<file path="src/rtl/usbf_csr_regs_pkg.sv">
// Shared constants and decode helper for the PHY-domain CSR block.
// Holds register offsets, field masks, event indices and the offset decoder.
package usbf_csr_regs_pkg;

    localparam logic [7:0]  OFF_CTRL    = 8'h00;
    localparam logic [7:0]  OFF_STATUS  = 8'h04;
    localparam logic [7:0]  OFF_INT_STS = 8'h08;
    localparam logic [7:0]  OFF_INT_EN  = 8'h0C;
    localparam logic [2:0]  EP_REGION   = 3'b001;

    localparam logic [31:0] CTRL_MASK   = 32'h0000_7F03;
    localparam logic [15:0] EP_MASK     = 16'hFFE7;

    localparam int EVT_SOF     = 0;
    localparam int EVT_USB_RST = 1;
    localparam int EVT_SUSPEND = 2;
    localparam int EVT_RESUME  = 3;
    localparam int EVT_EP0     = 4;

    typedef enum logic [2:0] {
        SEL_NONE    = 3'd0,
        SEL_CTRL    = 3'd1,
        SEL_STATUS  = 3'd2,
        SEL_INT_STS = 3'd3,
        SEL_INT_EN  = 3'd4,
        SEL_EP      = 3'd5
    } reg_sel_e;

    typedef struct packed {
        reg_sel_e   sel;
        logic [2:0] ep;
    } dec_t;

    // EP slots at or beyond num_ep fall through to SEL_NONE and read as zero.
    function automatic dec_t decode_off(input logic [7:0] off, input logic [3:0] num_ep);
        dec_t d;
        d.ep  = off[4:2];
        d.sel = SEL_NONE;
        case (off)
            OFF_CTRL:    d.sel = SEL_CTRL;
            OFF_STATUS:  d.sel = SEL_STATUS;
            OFF_INT_STS: d.sel = SEL_INT_STS;
            OFF_INT_EN:  d.sel = SEL_INT_EN;
            default:     d.sel = ((off[7:5] == EP_REGION) && ({1'b0, off[4:2]} < num_ep))
                                 ? SEL_EP : SEL_NONE;
        endcase
        return d;
    endfunction

endpackage

</file>
<file path="src/rtl/usbf_csr_regs_if.sv">
// Synchronised register-access bus between the AHB interface unit and the CSR file.
interface usbf_csr_regs_if;
    logic        sh2pt_wt_en_i;
    logic        sh2pt_rd_en_i;
    logic        sh2pd_enable_i;
    logic [31:0] sh2pd_addr_i;
    logic [31:0] sh2pd_wdata_i;
    logic [31:0] sp2hd_rdata_o;

    modport master (
        output sh2pt_wt_en_i, sh2pt_rd_en_i, sh2pd_enable_i, sh2pd_addr_i, sh2pd_wdata_i,
        input  sp2hd_rdata_o
    );

    modport slave (
        input  sh2pt_wt_en_i, sh2pt_rd_en_i, sh2pd_enable_i, sh2pd_addr_i, sh2pd_wdata_i,
        output sp2hd_rdata_o
    );
endinterface

</file>
<file path="src/rtl/usbf_csr_regs_pulse_det.sv">
// Rising-edge detector: turns a level strobe into a single-cycle pulse.
module usbf_csr_regs_pulse_det (
    input  logic clk_i,
    input  logic rst_i,
    input  logic lvl_i,
    output logic pulse_o
);
    logic lvl_q;

    // Previous level; cleared by reset so a level held through reset re-fires.
    always_ff @(posedge clk_i) begin
        if (rst_i) begin
            lvl_q <= 1'b0;
        end else begin
            lvl_q <= lvl_i;
        end
    end

    assign pulse_o = lvl_i & ~lvl_q;
endmodule

</file>
<file path="src/rtl/usbf_csr_regs.sv">
// PHY-clock-domain control/status register file: device control, interrupt
// status/enable and per-endpoint configuration, accessed over the synchronised bus.
module usbf_csr_regs
    import usbf_csr_regs_pkg::*;
#(
    parameter int NUM_EP   = 4,
    parameter int ADDR_LSB = 2
) (
    input  logic                   phy_clk_i,
    input  logic                   phy_rst_i,
    usbf_csr_regs_if.slave         bus,
    input  logic [7:0]             evt_i,
    input  logic [10:0]            frame_num_i,
    input  logic [1:0]             line_state_i,
    output logic                   dev_en_o,
    output logic                   soft_conn_o,
    output logic [6:0]             dev_addr_o,
    output logic [NUM_EP*16-1:0]   ep_cfg_o,
    output logic                   irq_o
);
    logic        wt_edge_s, rd_edge_s, wr_p_s, rd_p_s;
    logic [7:0]  off_s;
    dec_t        dec_s;
    logic [31:0] rd_val_s;
    logic [15:0] ep_rd_s;
    logic [7:0]  clr_s;

    logic [31:0] ctrl_q, ctrl_d;
    logic [7:0]  int_sts_q, int_sts_d;
    logic [7:0]  int_en_q, int_en_d;
    logic [15:0] ep_q [NUM_EP];
    logic [15:0] ep_d [NUM_EP];
    logic [31:0] rdata_q, rdata_d;
    logic        irq_q, irq_d;
    logic        unused_addr_s;

    usbf_csr_regs_pulse_det u_wt_det (
        .clk_i   (phy_clk_i),
        .rst_i   (phy_rst_i),
        .lvl_i   (bus.sh2pt_wt_en_i),
        .pulse_o (wt_edge_s)
    );

    usbf_csr_regs_pulse_det u_rd_det (
        .clk_i   (phy_clk_i),
        .rst_i   (phy_rst_i),
        .lvl_i   (bus.sh2pt_rd_en_i),
        .pulse_o (rd_edge_s)
    );

    assign wr_p_s        = wt_edge_s & bus.sh2pd_enable_i;
    assign rd_p_s        = rd_edge_s & bus.sh2pd_enable_i;
    assign off_s         = {bus.sh2pd_addr_i[7:ADDR_LSB], {ADDR_LSB{1'b0}}};
    assign dec_s         = decode_off(off_s, 4'(NUM_EP));
    assign unused_addr_s = ^{bus.sh2pd_addr_i[31:8], bus.sh2pd_addr_i[ADDR_LSB-1:0]};

    // Next-state for writable registers and read-data mux (reads see pre-write state).
    always_comb begin
        ctrl_d   = ctrl_q;
        int_en_d = int_en_q;
        clr_s    = 8'h00;
        ep_rd_s  = 16'h0000;
        rd_val_s = 32'h0000_0000;
        if (wr_p_s) begin
            case (dec_s.sel)
                SEL_CTRL:    ctrl_d   = bus.sh2pd_wdata_i & CTRL_MASK;
                SEL_INT_STS: clr_s    = bus.sh2pd_wdata_i[7:0];
                SEL_INT_EN:  int_en_d = bus.sh2pd_wdata_i[7:0];
                default:     ctrl_d   = ctrl_q;
            endcase
        end else begin
            ctrl_d = ctrl_q;
        end
        for (int n = 0; n < NUM_EP; n++) begin
            ep_d[n] = (wr_p_s && (dec_s.sel == SEL_EP) && (dec_s.ep == 3'(n)))
                      ? (bus.sh2pd_wdata_i[15:0] & EP_MASK) : ep_q[n];
            ep_rd_s = ep_rd_s | ((dec_s.ep == 3'(n)) ? ep_q[n] : 16'h0000);
        end
        // Events are OR-ed in after the clear so a coincident event survives a W1C.
        int_sts_d = (int_sts_q & ~clr_s) | evt_i;
        irq_d     = |(int_sts_q & int_en_q);
        case (dec_s.sel)
            SEL_CTRL:    rd_val_s = ctrl_q;
            SEL_STATUS:  rd_val_s = {18'h0, line_state_i, 1'b0, frame_num_i};
            SEL_INT_STS: rd_val_s = {24'h0, int_sts_q};
            SEL_INT_EN:  rd_val_s = {24'h0, int_en_q};
            SEL_EP:      rd_val_s = {16'h0, ep_rd_s};
            default:     rd_val_s = 32'h0000_0000;
        endcase
        rdata_d = rd_p_s ? rd_val_s : rdata_q;
    end

    // Register state with synchronous reset.
    always_ff @(posedge phy_clk_i) begin
        if (phy_rst_i) begin
            ctrl_q    <= 32'h0000_0000;
            int_sts_q <= 8'h00;
            int_en_q  <= 8'h00;
            rdata_q   <= 32'h0000_0000;
            irq_q     <= 1'b0;
            for (int n = 0; n < NUM_EP; n++) begin
                ep_q[n] <= 16'h0000;
            end
        end else begin
            ctrl_q    <= ctrl_d;
            int_sts_q <= int_sts_d;
            int_en_q  <= int_en_d;
            rdata_q   <= rdata_d;
            irq_q     <= irq_d;
            for (int n = 0; n < NUM_EP; n++) begin
                ep_q[n] <= ep_d[n];
            end
        end
    end

    for (genvar g = 0; g < NUM_EP; g++) begin : g_ep
        assign ep_cfg_o[16*g +: 16] = ep_q[g];
    end

    assign bus.sp2hd_rdata_o = rdata_q;
    assign dev_en_o          = ctrl_q[0];
    assign soft_conn_o       = ctrl_q[1];
    assign dev_addr_o        = ctrl_q[14:8];
    assign irq_o             = irq_q;
endmodule

</file>
<file path="src/flat_wrapper.sv">
// flat-port wrapper written by rule: the top's interface ports become plain ports
module usbf_csr_regs_flat import usbf_csr_regs_pkg::*;
#(
    parameter int NUM_EP   = 4,
    parameter int ADDR_LSB = 2
)
  (phy_clk_i, phy_rst_i, evt_i, frame_num_i, line_state_i, dev_en_o, soft_conn_o, dev_addr_o, ep_cfg_o, irq_o, bus_sh2pt_wt_en_i, bus_sh2pt_rd_en_i, bus_sh2pd_enable_i, bus_sh2pd_addr_i, bus_sh2pd_wdata_i, bus_sp2hd_rdata_o);
  usbf_csr_regs_if bus_i ();
  input  logic phy_clk_i;
  input  logic phy_rst_i;
  input  logic [7:0] evt_i;
  input  logic [10:0] frame_num_i;
  input  logic [1:0] line_state_i;
  output logic dev_en_o;
  output logic soft_conn_o;
  output logic [6:0] dev_addr_o;
  output logic [NUM_EP*16-1:0] ep_cfg_o;
  output logic irq_o;
  input wire logic [$bits(bus_i.sh2pt_wt_en_i)-1:0] bus_sh2pt_wt_en_i;
  input wire logic [$bits(bus_i.sh2pt_rd_en_i)-1:0] bus_sh2pt_rd_en_i;
  input wire logic [$bits(bus_i.sh2pd_enable_i)-1:0] bus_sh2pd_enable_i;
  input wire logic [$bits(bus_i.sh2pd_addr_i)-1:0] bus_sh2pd_addr_i;
  input wire logic [$bits(bus_i.sh2pd_wdata_i)-1:0] bus_sh2pd_wdata_i;
  output wire logic [$bits(bus_i.sp2hd_rdata_o)-1:0] bus_sp2hd_rdata_o;
  assign bus_i.sh2pt_wt_en_i = bus_sh2pt_wt_en_i;
  assign bus_i.sh2pt_rd_en_i = bus_sh2pt_rd_en_i;
  assign bus_i.sh2pd_enable_i = bus_sh2pd_enable_i;
  assign bus_i.sh2pd_addr_i = bus_sh2pd_addr_i;
  assign bus_i.sh2pd_wdata_i = bus_sh2pd_wdata_i;
  assign bus_sp2hd_rdata_o = bus_i.sp2hd_rdata_o;
  usbf_csr_regs #(.NUM_EP(NUM_EP), .ADDR_LSB(ADDR_LSB)) u_core (.phy_clk_i(phy_clk_i), .phy_rst_i(phy_rst_i), .bus(bus_i), .evt_i(evt_i), .frame_num_i(frame_num_i), .line_state_i(line_state_i), .dev_en_o(dev_en_o), .soft_conn_o(soft_conn_o), .dev_addr_o(dev_addr_o), .ep_cfg_o(ep_cfg_o), .irq_o(irq_o));
endmodule
</file>
<file path="config.mk">
export PLATFORM = sky130hd
export DESIGN_NAME = usbf_csr_regs_flat
export DESIGN_NICKNAME = d
export VERILOG_FILES = /design/src/rtl/usbf_csr_regs_pkg.sv /design/src/rtl/usbf_csr_regs_if.sv /design/src/rtl/usbf_csr_regs_pulse_det.sv /design/src/rtl/usbf_csr_regs.sv /design/src/flat_wrapper.sv
export SDC_FILE = /design/constraint.sdc
export NUM_CORES = 1
export LEC_CHECK = 0
export ABC_AREA = 1
export BUFFER_PORTS_ARGS = -buffer_cell sky130_fd_sc_hd__buf_2
export CORE_MARGIN = 1
export CORE_UTILIZATION = 35
export DETAILED_ROUTE_END_ITERATION = 12
export PLACE_DENSITY = 0.65
export SLEW_MARGIN = 10
export SYNTH_ARGS = -nofsm -noshare
export SYNTH_HDL_FRONTEND = slang
export SYNTH_SLANG_ARGS = --single-unit
</file>
<file path="constraint.sdc">
create_clock -name phy_clk_i -period 3.1 [get_ports phy_clk_i]
set_input_delay 0.31 -clock phy_clk_i [delete_from_list [all_inputs] [get_ports phy_clk_i]]
set_output_delay 0.31 -clock phy_clk_i [all_outputs]
set_load 0.03 [all_outputs]
</file>
==> run_results.csv <==
group,metric,value,unit
outcome,status,"completed",
drt,first_pass_iters,6,
power_and_ir_drop,powerDensity,464,mW/mm^2
drt,drc,0,
worst_setup_path,cp_max_fo,14,
placement,pre_cts_ws,0.769,ns
worst_setup_path,setup.worst_path.end,"u_core.ep_q[1][7]",
worst_hold_path,min_path_type,"in2reg",
synth,synth_top_area_share,40.6,%
cells_and_area,nNetsFinal,893,
cts,postCtsSetupBuffers,0,
timing,fmax,498,MHz
synth,ys_ff_latch,100,
synth,yosysTopAreaCell,"dfxtp_1",
synth,ys_types,26,
drt,viasPerCell,5.22,
floorplan,rows,43,
global_route,grt_max_degree,85,
cts,clock_path_buffers,2,
floorplan,die_h,121,um
global_route,grt_pass1_wl,25700,um
cts,ctsHoldBuffers,0,
floorplan,initial_utilization,35.7,%
cells_and_area,areaGrowthSynthToFinish,18.8,%
cts,cts.htree.levels,3,
cells_and_area,final_core_util,42.3,%
timing,rsz0062_at_grt,"false",
worst_setup_path,start_kind,"flip-flop",
timing,final-setup-viol-count,0,
floorplan,dieArea,0.0146,mm^2
global_route,antenna_found_initial,0,
placement,io_buffers,129,
timing,hold_viol,0,
cts,clk-insertion-delay-late,0.34,ns
worst_setup_path,r2r_slack,1.09,ns
worst_setup_path,startpoint,"u_core.u_wt_det.lvl_q",
cts,cts_tree,"built",
synth,syn_area,0.00493,mm^2
cts,cts_buffers,9,
synth,syn-instance-count,698,
cts,clkSinkCount,100,
global_route,overflow,0,
worst_setup_path,critPathArrivalTime,2.20,ns
drt,first_iter_violations,501,
global_route,first_global_vias,4688,
timing,period_needed,2.01,ns
synth,yosysSeqAreaShare,40.6,%
cts,cts_resized,0,
worst_setup_path,r2r.worst_path.cells,6,
worst_setup_path,worst-setup-path-type,"reg2reg",
cts,cts_root_buf,"clkbuf_16",
floorplan,die_w,121,um
placement,dp_hpwl,11600,um
cells_and_area,fillers,1515,
worst_setup_path,cp_data_required_time,3.29,ns
timing,slew_viol_final,0,
cells_and_area,antennaDiodeCount,0,
worst_setup_path,r2r_end,"u_core.ep_q[1][7]",
drt,routedWlPerCell,16.7,um
synth,netlist_top_cells_area,"dfxtp_1 (41%), nand2_1 (12%), a21oi_1 (9.0%), nand3_1 (8.2%), nand4_1 (7.0%)",
drt,ant_nets,0,
power_and_ir_drop,leakagePower,0.00265,uW
synth,synth_warnings,0,
timing,timing.final.crit_share,64.8,%
timing,finalClockSkew,0.00506,ns
timing,worst_pin_slew,0.933,ns
synth,synth_area_per_cell,7.06,um^2
floorplan,core,0.0138,mm^2
drt,vias,5157,
cts,clk_pin_slew_worst_paths,0.07,ns
placement,gp_congestion,0.863,
run,max_cap_violations,0,
timing,fin_ws,1.09,ns
drt,routed_wl,16500,um
worst_setup_path,reg2reg_from,"u_core.u_wt_det.lvl_q",
timing,fin_setup_tns,0,ns
floorplan,num_io_pins,196,
timing,slew_headroom,37.8,%
worst_setup_path,endpoint_kind,"flip-flop",
global_route,grt_usage,23.0,%
power_and_ir_drop,vdd_drop_max,291,uV
cells_and_area,drive_gt1_share,21.7,%
## cell usage in the layout, fill, tap and decap left out, drive strengths merged
cell,count
conb,24
clkbuf,14
buf,142
clkinv,2
nand3,82
bufinv,1
a221oi,2
a21oi,89
o21ai,39
inv,32
nand2,163
nor3,4
nor2,58
nand4,55
dfxtp,100
## final cells by class
class	instances	area (um^2)	share of cell area, %
clock inverters	1	30.0	0.513
inverters	34	129	2.20
multi-input cells	516	2450	41.9
clock buffers	14	274	4.68
repair buffers	142	743	12.7
well taps	180	225	3.85
flip-flops and latches	100	2000	34.2
## through the flow
stage               area, um^2  hold slack (ns)  cells  power, uW
global route              5860            0.209    987       2800
floorplan                 5020            0.435    721       1510
finish                    5860            0.187    987       2720
global placement          5550            0.451    972       1570
CTS                       5860            0.187    987       2720
detailed placement        5550            0.454    972       1580
## state kept, by name, summed over array words and instances (netlist names)
signal / cells
u_core.bus.sp2hd_rdata_o: 16
u_core.ctrl_q: 9
u_core.ep_q: 56
u_core.int_en_q: 8
u_core.int_sts_q: 8
u_core.irq_o: 1
u_core.u_rd_det.lvl_q: 1
u_core.u_wt_det.lvl_q: 1
## cells in the mapped netlist (all sizes together)
| library cell | instances |
|---|---|
| inv | 32 |
| a221oi | 2 |
| o21ai | 39 |
| buf | 56 |
| a21oi | 89 |
| nand2 | 163 |
| dfxtp | 100 |
| nor2 | 58 |
| nor3 | 4 |
| clkbuf | 15 |
| clkinv | 2 |
| nand3 | 82 |
| conb | 1 |
| nand4 | 55 |
## layer usage
layer	vias to the layer above	track usage (%)	wire length [um]
met5	-	0	0
met4	0	5.56	286
met3	24	4.58	1050
met2	197	36.3	7420
met1	2408	32.0	7710
li1	2528	-	-
## worst max-delay path, stage by stage (launching register included)
cell	delay, ns
dfxtp_1	0.30
nor2_1	0.10
nand2_1	0.16
nor3_4	0.42
nand3_1	0.59
nand2_1	0.21
a21oi_1	0.08
## power by group
| part | internal (uW) | switching (uW) | total (uW) | leakage (uW) |
|---|---|---|---|---|
| clock network | 689 | 476 | 1160 | 0.000149 |
| logic | 50.2 | 196 | 246 | 0.00169 |
| registers | 1300 | 8.72 | 1300 | 0.000809 |
| total | 2030 | 680 | 2720 | 0.00265 |
## cell families after synthesis
logic type / synth area share, %
and+or+nand+nor: 34.6
DFF: 40.6
buffers and inverters: 11.4
AOI/OAI and AO/OA: 13.3
other: 0.0760
## how the worst min path moves through the flow
stage | startpoint | endpoint | slack (ns) | cells past startpoint
CTS | bus_sh2pt_wt_en_i | u_core.u_wt_det.lvl_q | 0.19 | 3
detailed placement | u_core.bus.sp2hd_rdata_o[4] | u_core.bus.sp2hd_rdata_o[4] | 0.45 | 2
global placement | u_core.bus.sp2hd_rdata_o[8] | u_core.bus.sp2hd_rdata_o[8] | 0.45 | 2
global route | evt_i[3] | u_core.int_sts_q[3] | 0.21 | 3
finish | bus_sh2pt_wt_en_i | u_core.u_wt_det.lvl_q | 0.19 | 3
floorplan | bus_sh2pt_wt_en_i | u_core.u_wt_det.lvl_q | 0.43 | 2
No activity file was read; power rests on OpenSTA's default activity.
